--- src/rtl/rvfi_commit_tracker_pkg.sv ---
// rvfi_tracker_pkg
// Shared types and helpers for the RVFI commit tracker.
//   tracker_state_e : FSM encoding, also exported on state_o
//   GOOD_MAGIC      : default pass pattern written by test programs
//   FAIL_MAGIC      : default fail pattern written by test programs
//   popcount        : ones count over up to MAX_LANES commit bits
package rvfi_tracker_pkg;

    typedef enum logic [1:0] {
        RUN     = 2'd0,
        DRAIN   = 2'd1,
        HALTED  = 2'd2,
        TIMEOUT = 2'd3
    } tracker_state_e;

    localparam logic [31:0] GOOD_MAGIC = 32'h600D600D;
    localparam logic [31:0] FAIL_MAGIC = 32'h0000000F;

    localparam int MAX_LANES = 4;

    function automatic logic [2:0] popcount(input logic [MAX_LANES-1:0] bits);
        logic [2:0] n;
        n = '0;
        for (int i = 0; i < MAX_LANES; i++) begin
            n = n + {2'b00, bits[i]};
        end
        return n;
    endfunction

endpackage

--- src/rtl/rvfi_commit_tracker_if.sv ---
// rvfi_commit_tracker_if
// Bundles the commit request side and the RVFI result side of the tracker.
//   commit_valid   : per-lane retire request, lane 0 oldest
//   commit_stall   : global stall
//   watch_data     : packed watched register values
//   commit_o       : effective commit per lane
//   order_o        : packed order number per lane
//   commit_count_o : total effective commits
//   halt_o         : sticky halt
//   timeout_o      : sticky watchdog trip
//   state_o        : FSM state for debug
// master = the side driving requests, slave = the tracker.
interface rvfi_commit_tracker_if #(
    parameter int NUM_LANES = 2,
    parameter int XLEN      = 32,
    parameter int NUM_WATCH = 2,
    parameter int ORDER_W   = 64
);
    logic [NUM_LANES-1:0]         commit_valid;
    logic                         commit_stall;
    logic [NUM_WATCH*XLEN-1:0]    watch_data;
    logic [NUM_LANES-1:0]         commit_o;
    logic [NUM_LANES*ORDER_W-1:0] order_o;
    logic [ORDER_W-1:0]           commit_count_o;
    logic                         halt_o;
    logic                         timeout_o;
    logic [1:0]                   state_o;

    modport master (
        output commit_valid, commit_stall, watch_data,
        input  commit_o, order_o, commit_count_o, halt_o, timeout_o, state_o
    );

    modport slave (
        input  commit_valid, commit_stall, watch_data,
        output commit_o, order_o, commit_count_o, halt_o, timeout_o, state_o
    );
endinterface

--- src/rtl/rvfi_commit_tracker_lane_order_gen.sv ---
// lane_order_gen
// Combinational order numbering: each lane gets base plus the number of
// effective commits in the older (lower-index) lanes.
//   base   : order number of the first commit this cycle
//   commit : effective commit per lane
//   order  : packed order number per lane
module lane_order_gen
    import rvfi_tracker_pkg::*;
#(
    parameter int NUM_LANES = 2,
    parameter int ORDER_W   = 64
) (
    input  logic [ORDER_W-1:0]           base,
    input  logic [NUM_LANES-1:0]         commit,
    output logic [NUM_LANES*ORDER_W-1:0] order
);
    logic [MAX_LANES-1:0] commit_ext;

    assign commit_ext = MAX_LANES'(commit);

    for (genvar i = 0; i < NUM_LANES; i++) begin : g_lane
        // Keep only the lanes older than lane i.
        localparam logic [MAX_LANES-1:0] OLDER = MAX_LANES'((1 << i) - 1);
        assign order[i*ORDER_W +: ORDER_W] = base + ORDER_W'(popcount(commit_ext & OLDER));
    end
endmodule

--- src/rtl/rvfi_commit_tracker.sv ---
// rvfi_commit_tracker
// Multi-lane RVFI commit/order tracker with sticky halt detection on magic
// register values, a post-halt drain window and an optional idle watchdog.
//   clk : clock
//   rst : asynchronous active-high reset
//   bus : rvfi_commit_tracker_if.slave (requests in, commit/order/halt out)
// Optional feature macro: RVFI_WATCHDOG_EN enables the idle counter, the
// TIMEOUT state and timeout_o. Without it timeout_o is tied low.
//
// state   | meaning
// RUN     | normal retire, watching for a halt pattern
// DRAIN   | halt seen, commits still counted for HALT_DRAIN cycles
// HALTED  | terminal, all commits blocked
// TIMEOUT | terminal, watchdog tripped, all commits blocked
module rvfi_commit_tracker
    import rvfi_tracker_pkg::*;
#(
    parameter int               NUM_LANES      = 2,
    parameter int               XLEN           = 32,
    parameter int               NUM_WATCH      = 2,
    parameter int               ORDER_W        = 64,
    parameter logic [XLEN-1:0]  HALT_MAGIC0    = XLEN'(GOOD_MAGIC),
    parameter logic [XLEN-1:0]  HALT_MAGIC1    = XLEN'(FAIL_MAGIC),
    parameter int               HALT_DRAIN     = 4,
    parameter int               TIMEOUT_CYCLES = 100000
) (
    input  logic                  clk,
    input  logic                  rst,
    rvfi_commit_tracker_if.slave  bus
);
    localparam int DRAIN_W = (HALT_DRAIN > 1) ? $clog2(HALT_DRAIN) : 1;

    tracker_state_e       state, state_nxt;
    logic [DRAIN_W-1:0]   drain_cnt, drain_cnt_nxt;
    logic [ORDER_W-1:0]   base;
    logic [NUM_LANES-1:0] commit;
    logic                 match;
    logic                 idle_trip;
    logic                 halt_q;

    // rst is folded in so commit_o reads 0 throughout reset.
    assign commit = bus.commit_valid &
                    {NUM_LANES{~bus.commit_stall & ~rst & ((state == RUN) || (state == DRAIN))}};

    always_comb begin
        match = 1'b0;
        for (int w = 0; w < NUM_WATCH; w++) begin
            if ((bus.watch_data[w*XLEN +: XLEN] == HALT_MAGIC0) ||
                (bus.watch_data[w*XLEN +: XLEN] == HALT_MAGIC1)) begin
                match = 1'b1;
            end
        end
    end

`ifdef RVFI_WATCHDOG_EN
    localparam int IDLE_W = $clog2(TIMEOUT_CYCLES + 1);

    logic [IDLE_W-1:0] idle_cnt;

    always_ff @(posedge clk or posedge rst) begin
        if (rst) begin
            idle_cnt <= '0;
        end else if (state == RUN) begin
            if (|commit) begin
                idle_cnt <= '0;
            end else if (idle_cnt != '1) begin
                idle_cnt <= idle_cnt + 1'b1;
            end
        end
    end

    assign idle_trip = (state == RUN) && !(|commit) &&
                       (idle_cnt == IDLE_W'(TIMEOUT_CYCLES - 1));
`else
    localparam int unused_timeout_cycles = TIMEOUT_CYCLES;

    assign idle_trip = 1'b0;
`endif

    always_ff @(posedge clk or posedge rst) begin
        if (rst) begin
            state     <= RUN;
            drain_cnt <= '0;
        end else begin
            state     <= state_nxt;
            drain_cnt <= drain_cnt_nxt;
        end
    end

    always_comb begin
        state_nxt     = state;
        drain_cnt_nxt = drain_cnt;
        case (state)
            RUN: begin
                // A halt match takes priority over a simultaneous watchdog trip.
                if (match) begin
                    if (HALT_DRAIN == 0) begin
                        state_nxt = HALTED;
                    end else begin
                        state_nxt     = DRAIN;
                        drain_cnt_nxt = DRAIN_W'(HALT_DRAIN - 1);
                    end
                end else if (idle_trip) begin
                    state_nxt = TIMEOUT;
                end
            end
            DRAIN: begin
                if (drain_cnt == '0) begin
                    state_nxt = HALTED;
                end else begin
                    drain_cnt_nxt = drain_cnt - 1'b1;
                end
            end
            default: ;
        endcase
    end

    always_ff @(posedge clk or posedge rst) begin
        if (rst) begin
            base   <= '0;
            halt_q <= 1'b0;
        end else begin
            base   <= base + ORDER_W'(popcount(MAX_LANES'(commit)));
            halt_q <= (state == HALTED) || (state == TIMEOUT);
        end
    end

`ifdef RVFI_WATCHDOG_EN
    logic timeout_q;

    always_ff @(posedge clk or posedge rst) begin
        if (rst) begin
            timeout_q <= 1'b0;
        end else begin
            timeout_q <= (state == TIMEOUT);
        end
    end

    assign bus.timeout_o = timeout_q;
`else
    assign bus.timeout_o = 1'b0;
`endif

    lane_order_gen #(
        .NUM_LANES (NUM_LANES),
        .ORDER_W   (ORDER_W)
    ) u_lane_order_gen (
        .base   (base),
        .commit (commit),
        .order  (bus.order_o)
    );

    assign bus.commit_o       = commit;
    assign bus.commit_count_o = base;
    assign bus.halt_o         = halt_q;
    assign bus.state_o        = state;
endmodule

--- src/flat_wrapper.sv ---
// flat-port wrapper written by rule: the top's interface ports become plain ports
module rvfi_commit_tracker_flat import rvfi_tracker_pkg::*;
#(
    parameter int               NUM_LANES      = 2,
    parameter int               XLEN           = 32,
    parameter int               NUM_WATCH      = 2,
    parameter int               ORDER_W        = 64,
    parameter logic [XLEN-1:0]  HALT_MAGIC0    = XLEN'(GOOD_MAGIC),
    parameter logic [XLEN-1:0]  HALT_MAGIC1    = XLEN'(FAIL_MAGIC),
    parameter int               HALT_DRAIN     = 4,
    parameter int               TIMEOUT_CYCLES = 100000
)
  (clk, rst, bus_commit_valid, bus_commit_stall, bus_watch_data, bus_commit_o, bus_order_o, bus_commit_count_o, bus_halt_o, bus_timeout_o, bus_state_o);
  rvfi_commit_tracker_if #(.NUM_LANES(NUM_LANES), .XLEN(XLEN), .NUM_WATCH(NUM_WATCH), .ORDER_W(ORDER_W)) bus_i ();
  input  logic clk;
  input  logic rst;
  input wire logic [$bits(bus_i.commit_valid)-1:0] bus_commit_valid;
  input wire logic [$bits(bus_i.commit_stall)-1:0] bus_commit_stall;
  input wire logic [$bits(bus_i.watch_data)-1:0] bus_watch_data;
  output wire logic [$bits(bus_i.commit_o)-1:0] bus_commit_o;
  output wire logic [$bits(bus_i.order_o)-1:0] bus_order_o;
  output wire logic [$bits(bus_i.commit_count_o)-1:0] bus_commit_count_o;
  output wire logic [$bits(bus_i.halt_o)-1:0] bus_halt_o;
  output wire logic [$bits(bus_i.timeout_o)-1:0] bus_timeout_o;
  output wire logic [$bits(bus_i.state_o)-1:0] bus_state_o;
  assign bus_i.commit_valid = bus_commit_valid;
  assign bus_i.commit_stall = bus_commit_stall;
  assign bus_i.watch_data = bus_watch_data;
  assign bus_commit_o = bus_i.commit_o;
  assign bus_order_o = bus_i.order_o;
  assign bus_commit_count_o = bus_i.commit_count_o;
  assign bus_halt_o = bus_i.halt_o;
  assign bus_timeout_o = bus_i.timeout_o;
  assign bus_state_o = bus_i.state_o;
  rvfi_commit_tracker #(.NUM_LANES(NUM_LANES), .XLEN(XLEN), .NUM_WATCH(NUM_WATCH), .ORDER_W(ORDER_W), .HALT_MAGIC0(HALT_MAGIC0), .HALT_MAGIC1(HALT_MAGIC1), .HALT_DRAIN(HALT_DRAIN), .TIMEOUT_CYCLES(TIMEOUT_CYCLES)) u_core (.clk(clk), .rst(rst), .bus(bus_i));
endmodule
--- config.mk ---
export PLATFORM = sky130hd
export DESIGN_NAME = rvfi_commit_tracker_flat
export DESIGN_NICKNAME = d
export VERILOG_FILES = /design/src/rtl/rvfi_commit_tracker_pkg.sv /design/src/rtl/rvfi_commit_tracker_if.sv /design/src/rtl/rvfi_commit_tracker_lane_order_gen.sv /design/src/rtl/rvfi_commit_tracker.sv /design/src/flat_wrapper.sv
export SDC_FILE = /design/constraint.sdc
export NUM_CORES = 1
export LEC_CHECK = 0
export ABC_CLOCK_PERIOD_IN_PS = 3700
export CORE_AREA = 2 2 104 106
export DETAILED_ROUTE_END_ITERATION = 8
export DIE_AREA = 0 0 106 108
export DONT_BUFFER_PORTS = 1
export HOLD_SLACK_MARGIN = 0.08
export MAX_ROUTING_LAYER = met4
export PLACE_DENSITY_LB_ADDON = 0.1
export SYNTH_ARGS = -nofsm -noshare
export SYNTH_HDL_FRONTEND = slang
export SYNTH_SLANG_ARGS = --single-unit
--- constraint.sdc ---
create_clock -name clk -period 3.7 [get_ports clk]
set_clock_uncertainty 0.15 [all_clocks]
set_input_delay 0.185 -clock clk [delete_from_list [all_inputs] [get_ports clk]]
set_output_delay 0.185 -clock clk [all_outputs]
set_load 0.01 [all_outputs]
Word-level counts from Yosys, hierarchy flattened
Index checks and enable logic that the tools add are counted.
{"block": "classes", "reduce_logical": 9, "eq_ne": 10, "bitwise": 5, "n_mux": 8, "addsub": 4}
{"operator": "64-bit by 1-bit adder with 64-bit output", "count": 1}
{"operator": "64-bit by 3-bit adder with 64-bit output", "count": 1}
{"operator": "32-bit by 31-bit == test with 1-bit output (second input constant)", "count": 2}
{"operator": "32-bit by 4-bit == test with 1-bit output (second input constant)", "count": 2}
{"operator": "2-bit two-way mux", "count": 4}
{"operator": "2-bit case mux with 2 select lines", "count": 2}
{"operator": "3-bit AND reduction", "count": 2}
{"operator": "2-bit == test (second input constant)", "count": 2}
{"operator": "2-bit zero test", "count": 2}
{"operator": "1-bit logical OR", "count": 4}
{"operator": "2-bit inequality test (second input constant)", "count": 2}
{"operator": "1-bit by 1-bit adder with 2-bit output", "count": 1}
{"operator": "1-bit bitwise AND", "count": 2}
{"operator": "2-bit bitwise AND", "count": 1}
{"operator": "2-bit by 1-bit == test with 1-bit output (second input constant)", "count": 1}
{"operator": "1-bit two-way mux", "count": 2}
{"operator": "2-bit by 1-bit inequality test with 1-bit output (second input constant)", "count": 1}
{"operator": "1-bit NOT", "count": 2}
{"operator": "2-bit nonzero test", "count": 1}
{"operator": "2-bit by 1-bit subtractor with 2-bit output (second input constant)", "count": 1}
{"block": "totals", "register_bits": 69, "inputBits": 69}

Longest topological paths before layout
{"block": "logic_depth", "depth_word": 6, "depth_mapped": 11}

Cells and area by module
From an unflattened synthesis, not the netlist that was laid out.
{"block": "hier_totals", "hier_cells": 603, "hier_area_um2": 5292.6}
{"module": "rvfi_commit_tracker", "area_each_um2": 3455.8, "cells_each": 327, "n_inst": 1, "seq_area_each_um2": 1726.7}
{"module": "lane_order_gen", "area_each_um2": 1836.8, "cells_each": 276, "n_inst": 1, "seq_area_each_um2": 0.0}

Least setup slack after synthesis
No wires, ideal clock.
{"block": "synth_path", "path_kind": "reg-to-reg", "from": "reg u_core.state[1], in the netlist u_core.bus.state_o[1]", "to": "reg u_core.base[62], in the netlist u_core.bus.commit_count_o[62]", "t_required_ps": 3471, "path_buffers": 0, "setup_time_ps": 79, "arrival_ps": 2860, "synth_period_minus_slack_ps": 3090, "path_slack_ps": 610, "stages_incl_launch_ff": 11, "path_cell_list": "dfrtp_1 > nor3_1 > and2_1 > ha_1 > ha_1 > inv_1 > fa_1 > nor4_1 > nor3b_1 > and4bb_1 > xor2_1"}
{"block": "synth_between", "elab_chain_cells": 6, "elab_cells_between_ends": 7, "classes_between": "2 x add/sub; 1 x eq/ne; 2 x bitwise; 2 x reduce/logical"}
{"element": "from (decl)", "line": "rvfi_commit_tracker.sv:33", "source": "tracker_state_e state, state_nxt;"}
{"element": "from (signal assigned)", "line": "rvfi_commit_tracker.sv:85", "source": "state <= state_nxt;"}
{"element": "2-bit by 1-bit == test with 1-bit output / 2-bit zero test (equally long branches)", "line": "rvfi_commit_tracker.sv:43", "source": "{NUM_LANES{~bus.commit_stall & ~rst & ((state == RUN) || (state == DRAIN))}};"}
{"element": "1-bit logical OR *", "line": "rvfi_commit_tracker.sv:43"}
{"element": "1-bit bitwise AND *", "line": "rvfi_commit_tracker.sv:43"}
{"element": "2-bit bitwise AND *", "line": "rvfi_commit_tracker.sv:42", "source": "assign commit = bus.commit_valid &"}
{"element": "named net bus_commit_o[0]", "line": "flat_wrapper.sv:20", "source": "output wire logic [$bits(bus_i.commit_o)-1:0] bus_commit_o;"}
{"element": "1-bit by 1-bit adder with 2-bit output *", "line": "rvfi_commit_tracker_pkg.sv:25", "source": "n = n + {2'b00, bits[i]};"}
{"element": "64-bit by 3-bit adder with 64-bit output *", "line": "rvfi_commit_tracker.sv:123", "source": "base <= base + ORDER_W'(popcount(MAX_LANES'(commit)));"}
{"element": "to (signal assigned)", "line": "rvfi_commit_tracker.sv:123"}
{"element": "to (decl)", "line": "rvfi_commit_tracker.sv:35", "source": "logic [ORDER_W-1:0] base;"}
Mark *: on every way through the listed nets, which the timed path passes. The rest lies on a longest branch.
A chain may end at the register's enable or synchronous reset.

Worst setup path after layout
{"block": "layout_path", "from": "reg u_core.state[1], in the netlist u_core.bus.state_o[1]", "to": "out bus_order_o[108]"}
{"block": "layout_between", "elab_chain_cells": 5, "elab_cells_between_ends": 6, "classes_between": "1 x add/sub; 1 x eq/ne; 2 x bitwise; 2 x reduce/logical"}
{"element": "2-bit by 1-bit == test with 1-bit output / 2-bit zero test (equally long branches)", "line": "rvfi_commit_tracker.sv:43"}
{"element": "1-bit logical OR *", "line": "rvfi_commit_tracker.sv:43"}
{"element": "1-bit bitwise AND *", "line": "rvfi_commit_tracker.sv:43"}
{"element": "2-bit bitwise AND *", "line": "rvfi_commit_tracker.sv:42"}
{"element": "named net bus_commit_o[0]", "line": "flat_wrapper.sv:20"}
{"element": "64-bit by 1-bit adder with 64-bit output *", "line": "rvfi_commit_tracker_lane_order_gen.sv:24", "source": "assign order[i*ORDER_W +: ORDER_W] = base + ORDER_W'(popcount(commit_ext & OLDER));"}
{"element": "to (decl)", "line": "flat_wrapper.sv:21", "source": "output wire logic [$bits(bus_i.order_o)-1:0] bus_order_o;"}
Marks and branches as above.

==> metrics.md <==
| Metric | Value |
|---|---|
| Num CTS Buffers | 9 |
| Drc violations | 0 |
| Post-synthesis sequential area ratio | about a third |
| Worst-skew pair later-pin latency | ~0.35 ns |
| Clk slew on worst S/H paths | 0.07 ns |
| Type of origin of the critical path | register |
| Final setup violation count | 0 |
| First DRT Iteration DRCs | approximately 270 |
| Main synth FF type | dfrtp_1 |
| Slew HR | between 40% and 50% |
| Crit path time final | between 3 and 4 ns |
| Io pins | around 270 |
| Initial core utilization | around 50% |
| DR vias | about 4200 |
| WL per Instance | ~23 µm |
| Unrepaired setup endpoints after global routing | no |
| Final Hold Fails | 0 |
| Yosys warns | 0 |
| Pleak | between 0.002 and 0.0025 µW |
| PortBufs | 0 |
| Post-CTS Setup Bufs | 0 |
| Post-synthesis compound-gate area fraction | less than 1% |
| Die span in x | 106 µm |
| ANT cells | 0 |
| First-pass GRT wire length | ~24000 µm |
| Worst hold slack | between 0.15 and 0.2 ns |
| CP Max Fanout | 7 |
| CP Launch Point | u_core.bus.state_o[1]$_DFFE_PP0P_ |
| Length of the first detailed-routing pass in iterations | 4 |
| Final instance area | 5030 µm² |
| Core box area | roughly 10000 µm² |
| FMAX | about 290 MHz |
| Synth top area share | between 30% and 40% |
| Adder-cell area share of the yosys netlist | 1.82% |
| Cell count after synthesis | 615 |
| Endpoint class of the critical path | output port |
| Slew @ Worst Pin | ~0.8 ns |
| Peak supply drop | ~0.15 mV |
| Crit path required time | between 3 and 4 ns |
| Syn Std Cell Area | ~5200 µm² |
| H-tree level count | 3 |
| Flops & latches, synth | 69 |
| XOR/XNOR Fraction of Synth Area | about 21% |
| Antenna-violating nets left | 0 |
| Fraction of registers with async set or reset after synthesis | 100% |
| Nets | approximately 600 |
| Vias in the first global route | approximately 4200 |
| Synth area leaders | dfrtp_1 (33%), xnor2_1 (10%), xor2_1 (10%) |
| Largest net degree at the start of global routing | 38 |
| Syn Area/Cell | around 8.5 µm² |
| Syn_nets | around 690 |
| Synth area leader | dfrtp_1 |
| Pwr/cell area | 284 nW/µm² |
| Clock Path Buffers | 2 |
| Hold Path Origin | bus_watch_data[18] |
| Mux share of post-synthesis cell area | 0% |
| Worst min path class | in -> reg |
| CTS tree | yes |
| Routed WL | between 15000 and 20000 µm |
| Max_cap viols | 0 |
| Final period util | roughly 94% |
| CTS sink count | 69 |
| Netlist cell types | 42 |
| Number of synthesized flops with an enable pin | 0 |
| Setup TNS | 0 ns |
| R2r startpoint | u_core.bus.state_o[1]$_DFFE_PP0P_ |
| Post-DP HPWL | roughly 12000 µm |
| Worst Path Arrival | 3.13 ns |
| Outcome | complete, no violations |
| Final GP Congestion | 0.888 |
| GRT Residual Overflow | 0 |
| Vias per cell | ~6.2 |
| Max-slew violations | 0 |
| Die Ht | ~110 µm |
| Num rows | 37 |
| Commonest cells after routing, fill and taps aside | dfrtp_1 (69), xnor2_1 (62), xor2_1 (62) |
| Initial antenna violation count | 0 |
| Full die area | 11400 µm² |
| Area Growth Syn to Fin | -3.76% |
| Largest family of logic cells by synthesized area | simple AND/OR/NAND/NOR gates |
| Layout cells sized above 1 | 7.20% |
| Commonest non-fill, non-tap cell in the layout | dfrtp_1 |
| Total GRT Usage | about 28% |
| Post-DP Area | slightly below 5000 µm² |
| Synth Area in Simple Gates | about 30% |
| Critical path type | reg -> out |
| Root buffer cell | clkbuf_8 |
## power by group
group          switching, µW  internal, µW
combinational           36.0          19.1
clock                    290           271
sequential              44.6           766
## final cells by class
type                    count  area [µm²]
well taps                 136         170
repair buffers             15         115
flip-flops and latches     69        1730
inverters                  12        45.0
clock buffers              12         155
fillers                  1022        5200
clock inverters             2        10.0
multi-input cells         432        2810
## per-stage QoR
stage                     total power, µW  utilization, %  cells  worst slack [ns]
after CTS                            1440            49.1    678             0.192
after floorplan                       882               -    615             0.610
after global routing                 1480            49.1    678            0.0404
after detailed placement              882            47.4    663             0.341
after global placement                880            47.4    663             0.419
final                                1430            49.1    678             0.237
## worst max-delay path, stage by stage, from the launching register on
cell	delay [ns]
dfrtp_1	0.47
nor3_1	0.19
and2_1	0.26
ha_1	0.27
ha_1	0.32
nand4_1	0.21
or2_2	0.40
nor3_1	0.37
xor2_1	0.28
## registers in the layout, indices dropped and copies added, names as in the netlist
signal                     count
u_core.bus.halt_o              1
u_core.drain_cnt               2
u_core.bus.commit_count_o     64
u_core.bus.state_o             2
## metal layers
layer	GRT usage (%)	wire [µm]
met5	-	0
met3	6.03	1200
met4	10.7	277
met2	45.0	7630
met1	35.6	6400
## path summary, 6_finish.rpt
| check | to | slack (ns) | cells after the start |
|---|---|---|---|
| setup / recovery | bus_order_o[108] | 0.24 | 8 |
| hold / removal | u_core.bus.state_o[0]$_DFFE_PP0P_ | 0.16 | 4 |
| setup reg to reg | u_core.bus.commit_count_o[34]$_DFF_PP0_ | 0.34 | 10 |
| hold reg to reg | u_core.bus.halt_o$_DFF_PP0_ | 0.41 | 0 |
| max in group asynchronous | u_core.bus.commit_count_o[54]$_DFF_PP0_ | 2.14 | 3 |
| min in group asynchronous | u_core.bus.commit_count_o[1]$_DFF_PP0_ | 0.31 | 2 |
## timing repair
item	CTS	global route
endpoints found under the hold margin	36	0
endpoints found under the setup margin	0	1
hold buffers	1	0
resized for setup	0	1
## kinds of logic after synthesis
kind of cell | Yosys count
AND/OR/NAND/NOR | 292
XOR/XNOR | 124
buffers and inverters | 114
flip-flops | 69
AO/OA/AOI/OAI | 8
adder cells (fa/ha/maj) | 7
other | 1
## synthesized netlist by cell type, drive strengths merged, types with 2 or more instances
library cell and n:
buf 79, nand4b 2, a22oi 2, xor2 62, nand4 43, or2 3
ha 6, or4b 2, or3 4, and3 7, nor3 29, inv 12
nor4b 5, xnor2 62, nor4 23, nor2 55, and4 7, and2 7
or4 6, o21ai 3, a21o 2, dfrtp 69, nand3 42, nor3b 3
nand2 52, clkbuf 23
(Power assumes the default switching activity.)
